### src/rtl/shift_right_unit_if.sv
// ============================================================================
// Module   : shift_right_unit_if
// Purpose  : Operand/result bundle for the registered logical right shifter.
// Revision : 1.0  initial release
// ============================================================================
`default_nettype none

interface shift_right_unit_if #(
    parameter int WIDTH = 32
);
    // Operands are declared signed; the shifter treats both as raw bit patterns.
    logic signed [WIDTH-1:0] data_in;
    logic signed [WIDTH-1:0] shift_amount;
    logic        [WIDTH-1:0] data_out;

    modport master (
        output data_in,
        output shift_amount,
        input  data_out
    );

    modport slave (
        input  data_in,
        input  shift_amount,
        output data_out
    );
endinterface

`default_nettype wire

### src/rtl/shift_right_unit.sv
// ============================================================================
// Module   : shift_right_unit
// Purpose  : Registered 32-bit logical right shifter (zero fill, 1-cycle latency).
// Revision : 1.0  initial release
// ============================================================================
`default_nettype none

module shift_right_unit #(
    parameter int WIDTH      = 32,
    parameter int SHAMT_BITS = 5
) (
    input  logic              clock,
    input  logic              clear,
    shift_right_unit_if.slave bus
);

    logic [SHAMT_BITS-1:0] w_shamt;
    logic                  w_out_of_range;
    logic [WIDTH-1:0]      w_barrel;
    logic [WIDTH-1:0]      data_out_d;
    logic [WIDTH-1:0]      data_out_q;

    assign w_shamt        = bus.shift_amount[SHAMT_BITS-1:0];
    // Any upper count bit set means the count is >= WIDTH (negatives included).
    assign w_out_of_range = |bus.shift_amount[WIDTH-1:SHAMT_BITS];

    // Barrel stages shift by 1, 2, 4, ... ; unsigned '>>' always zero-fills.
    always_comb begin
        w_barrel = bus.data_in;
        for (int k = 0; k < SHAMT_BITS; k++) begin
            if (w_shamt[k]) begin
                w_barrel = w_barrel >> (1 << k);
            end
        end
    end

    assign data_out_d = w_out_of_range ? '0 : w_barrel;

    always_ff @(posedge clock) begin
        if (clear) begin
            data_out_q <= '0;
        end else begin
            data_out_q <= data_out_d;
        end
    end

    assign bus.data_out = data_out_q;

endmodule

`default_nettype wire

### src/flat_wrapper.sv
// flat-port wrapper written by rule: the top's interface ports become plain ports
module shift_right_unit_flat 
#(
    parameter int WIDTH      = 32,
    parameter int SHAMT_BITS = 5
)
  (clock, clear, bus_data_in, bus_shift_amount, bus_data_out);
  shift_right_unit_if #(.WIDTH(WIDTH)) bus_i ();
  input  logic clock;
  input  logic clear;
  input wire logic [$bits(bus_i.data_in)-1:0] bus_data_in;
  input wire logic [$bits(bus_i.shift_amount)-1:0] bus_shift_amount;
  output wire logic [$bits(bus_i.data_out)-1:0] bus_data_out;
  assign bus_i.data_in = bus_data_in;
  assign bus_i.shift_amount = bus_shift_amount;
  assign bus_data_out = bus_i.data_out;
  shift_right_unit #(.WIDTH(WIDTH), .SHAMT_BITS(SHAMT_BITS)) u_core (.clock(clock), .clear(clear), .bus(bus_i));
endmodule
### config.mk
export PLATFORM = sky130hd
export DESIGN_NAME = shift_right_unit_flat
export DESIGN_NICKNAME = d
export VERILOG_FILES = /design/src/rtl/shift_right_unit_if.sv /design/src/rtl/shift_right_unit.sv /design/src/flat_wrapper.sv
export SDC_FILE = /design/constraint.sdc
export NUM_CORES = 1
export LEC_CHECK = 0
export BUFFER_PORTS_ARGS = -buffer_cell sky130_fd_sc_hd__clkbuf_2
export CAP_MARGIN = 20
export CORE_MARGIN = 3
export CORE_UTILIZATION = 49
export CTS_CLUSTER_SIZE = 24
export DETAILED_ROUTE_END_ITERATION = 10
export GPL_TIMING_DRIVEN = 1
export PLACE_DENSITY = 0.81
export SLEW_MARGIN = 20
export SYNTH_ARGS = -nofsm -noshare
export SYNTH_HDL_FRONTEND = slang
export SYNTH_SLANG_ARGS = --single-unit
### constraint.sdc
create_clock -name clock -period 2.4 [get_ports clock]
set_input_delay 0.24 -clock clock [delete_from_list [all_inputs] [get_ports clock]]
set_output_delay 0.24 -clock clock [all_outputs]
set_load 0.01 [all_outputs]
# == Word level (Yosys, flattened, before mapping) ==
# Index checks and enable logic that the tools add are counted.
# totals
regBits,32
input_bits,66
out_inout_bits,32
wordCells,9
# op_classes
mux,5
reduce_logical,2
# op_table
cell,n
32-bit two-way mux,4
29-bit OR reduction,1
28-bit OR reduction,1
16-bit two-way mux,1

# == Longest topological paths before layout ==
# logic_depth
word_depth,5
depth_mapped,8
mapped_depth_nobuf,5

# == Least setup slack after synthesis ==
# OpenSTA, ideal clock, no wires.
# synth_timing
kind,input port to flip-flop
from,input bus_shift_amount[17]
to,register u_core.data_out_q[5] (netlist: u_core.bus.data_out[5])
setup_ns,0.092
t_arrival_ns,1.624
t_required_ns,2.308
path_slack_ns,0.684
path_stages,5
path_buffers,1
cell_sequence,nor4_1 nand4_1 or4_4 buf_6 o32ai_1
# synth_via
elab_chain_cells,1
# synth_lines
element,line,source
start: declaration,flat_wrapper.sv:12,input wire logic [$bits(bus_i.shift_amount)-1:0] bus_shift_amount;
28-bit OR reduction (no line),-,
end signal: assignment,shift_right_unit.sv:43,data_out_q <= data_out_d;
end: declaration,shift_right_unit.sv:21,logic [WIDTH-1:0] data_out_q;
# No other way between the ends.
# A chain may end at the register's enable or synchronous reset.

# == Worst setup path in the final report ==
# layout_timing
from,input bus_shift_amount[17]
to,register u_core.data_out_q[14] (netlist: u_core.bus.data_out[14])
# Same word-level chain as after synthesis.

==> results by group <==
Outcome
  – Status: complete, no violations

CTS
  – CTS root buf: clkbuf_8
  – CTS tree: built
  – Hold buffer count at cts: 0
  – Reg clk slew, reported paths: 0.06 ns
  – Clk buf depth: 2
  – H-tree levels: 2
  – # resized after CTS: 0
  – Clock sinks: 32
  – TritonCTS buffer count: 5
  – Setup Buffers After CTS: 0

Timing
  – Final Cycle Share: 0.766
  – Min Tclk post-route: around 1.8 ns
  – Relative slew slack: 0.648
  – Final setup margin: ~0.56 ns
  – Slew Viols, Final: 0
  – Worst Tran Pin Value: 0.525 ns
  – Fin. Hold Viols: 0
  – RSZ-0062 raised after global routing: no
  – F_max: 0.544 GHz
  – Final TNS setup: 0 ns
  – # setup viols final: 0

Final layout
  – Most frequent cells in the layout: clkbuf_2, dfxtp_1, nand2_1
  – Final core occ: 0.634
  – Final Instance Count excl. Fillers: 415
  – Share of layout cells above drive strength 1: 0.434
  – # diodes: 0
  – Commonest non-fill, non-tap cell in the layout: clkbuf_2
  – P&R area growth vs syn: 23.8%
  – Largest register FFs: 32
  – Final #Nets: 413

Logic synthesis
  – Synth Flop Type: dfxtp_1
  – Post-synthesis simple-gate area fraction: 0.178
  – Post-synth EDFFs: 0
  – Top cells by area, synth: dfxtp_1, mux4_2, mux2i_1
  – Post-synthesis adder-cell area fraction: 0
  – Largest family of logic cells by synthesized area: multiplexers
  – Distinct cell type count after synthesis: 46
  – Seq/Total Area, Yosys: 0.263
  – Mapped cell area: approximately 2400 um^2
  – Seq cells post-synth: 32
  – Xor/xnor cell area share of the yosys netlist: 0
  – Synth Area in Compound Gates: 0.177
  – Gate Count Post-Synth: 258
  – Cell type with the largest total area after synthesis: dfxtp_1
  – Mean area per synthesized cell: 9.45 um^2
  – Synthesized Nets: 324
  – Mux contribution to synthesized area: 0.321
  – Synth warn: 0
  – Top cell type's share of synthesized area: 0.263
  – Ys async rst share: 0

Critical path
  – Req. time, crit path: 2.61 ns
  – CP Launch Type: input pin
  – Worst-path fanout max: 30
  – Worst setup path class: input pin to flip-flop
  – Arrival @ worst endpoint: 2.05 ns
  – Crit end category: flip-flop
  – Crit path from: bus_shift_amount[17]

Routing
  – Drt first pass iters: 5
  – Detailed-route via count: roughly 2.5k
  – Drt first-iter violations: between 150 and 200
  – WL/cell: 16.6 um
  – Routed WL: 6.87 mm
  – Avg Vias per Cell: approximately 6
  – DRC viols: 0
  – Post-DRT Antenna Nets: 0

Worst hold path
  – Hold Startpoint: bus_shift_amount[4]
  – Hold crit path type: input pin to flip-flop

Die
  – Core ar.: 4750 um^2
  – Die span in x: 76.5 um
  – Starting Density: 0.513
  – Die footprint: 5860 um^2
  – Rows: 25
  – DIE HEIGHT: 76.5 um
  – Io pins: just under 100

Placed design
  – Routability cong.: 0.880
  – Setup Slack @ Placement: approximately 0.31 ns
  – Inst Count DP: around 410
  – DP HPWL: 5.29 mm
  – Number of buffers added on ports: 97

Global route
  – First-pass GRT wire length: roughly 11 mm
  – Largest net degree at the start of global routing: 37
  – Vias in the first global route: 2,259
  – Total GRT Usage: 0.228
  – Initial antenna violation count: 0
  – Congestion Overflow GR: 0

Flow run
  – Number of max-cap violations: 0

Power and ir drop
  – Leakage: roughly 1.3 nW
  – Power Dens Cells: roughly 450 nW/um^2
  – Peak VDD IR: roughly 0.23 mV
  – Total power draw: 1.37 mW
stage by stage:
step,hold slack (ns),instance area [um^2]
after floorplan,0.402,2440
after global placement,0.581,2930
after detailed placement,0.587,2930
after CTS,0.286,3020
after global routing,0.328,3020
final,0.304,3020
path summary, 6_finish.rpt:
| path | to | slack [ns] | cells past startpoint |
|---|---|---|---|
| hold / removal | u_core.bus.data_out[7] | 0.30 | 3 |
| setup / recovery | u_core.bus.data_out[14] | 0.56 | 6 |
worst max-delay path: stages:
cell and delay [ns]:
clkbuf_2 0.08, nor4_1 0.29, nand4_1 0.24, or4_4 0.74, o22a_2 0.30, a21oi_1 0.15
cell families (layout without fill, tap and decap cells):
family          count (synthesis)  after routing
compound gates                 64             64
buf+inv                        24            114
flops                          32             32
mux                            55             55
simple gates                   83             83
cells in the mapped netlist (7+ instances only):
cell type  count
nand2_1       24
nor4_1         7
o22ai_1       15
nor2_1        18
dfxtp_1       32
mux2i_1       23
mux4_2        17
mux2_2        15
a21oi_1        8
layer usage:
metal / vias to the layer above / GRT usage / wire length, um
met1: 1139 / 0.305 / 2860
met5: - / 0 / 0
met2: 152 / 0.358 / 3190
li1: 1172 / - / -
met3: 18 / 0.0591 / 689
met4: 0 / 0.0761 / 131
report_power, final:
group	total, mW	switching, mW	internal, mW
logic	0.410	0.216	0.194
registers	0.539	0.00183	0.537
clock network	0.419	0.185	0.233
area by class of cell:
| type | count | area (um^2) |
|---|---|---|
| clock buffers | 8 | 90.1 |
| fillers | 428 | 1740 |
| inverters | 3 | 11.3 |
| multi-input cells | 202 | 1650 |
| flip-flops and latches | 32 | 641 |
| well taps | 67 | 83.8 |
| repair buffers | 103 | 543 |
(Power assumes the default switching activity.)
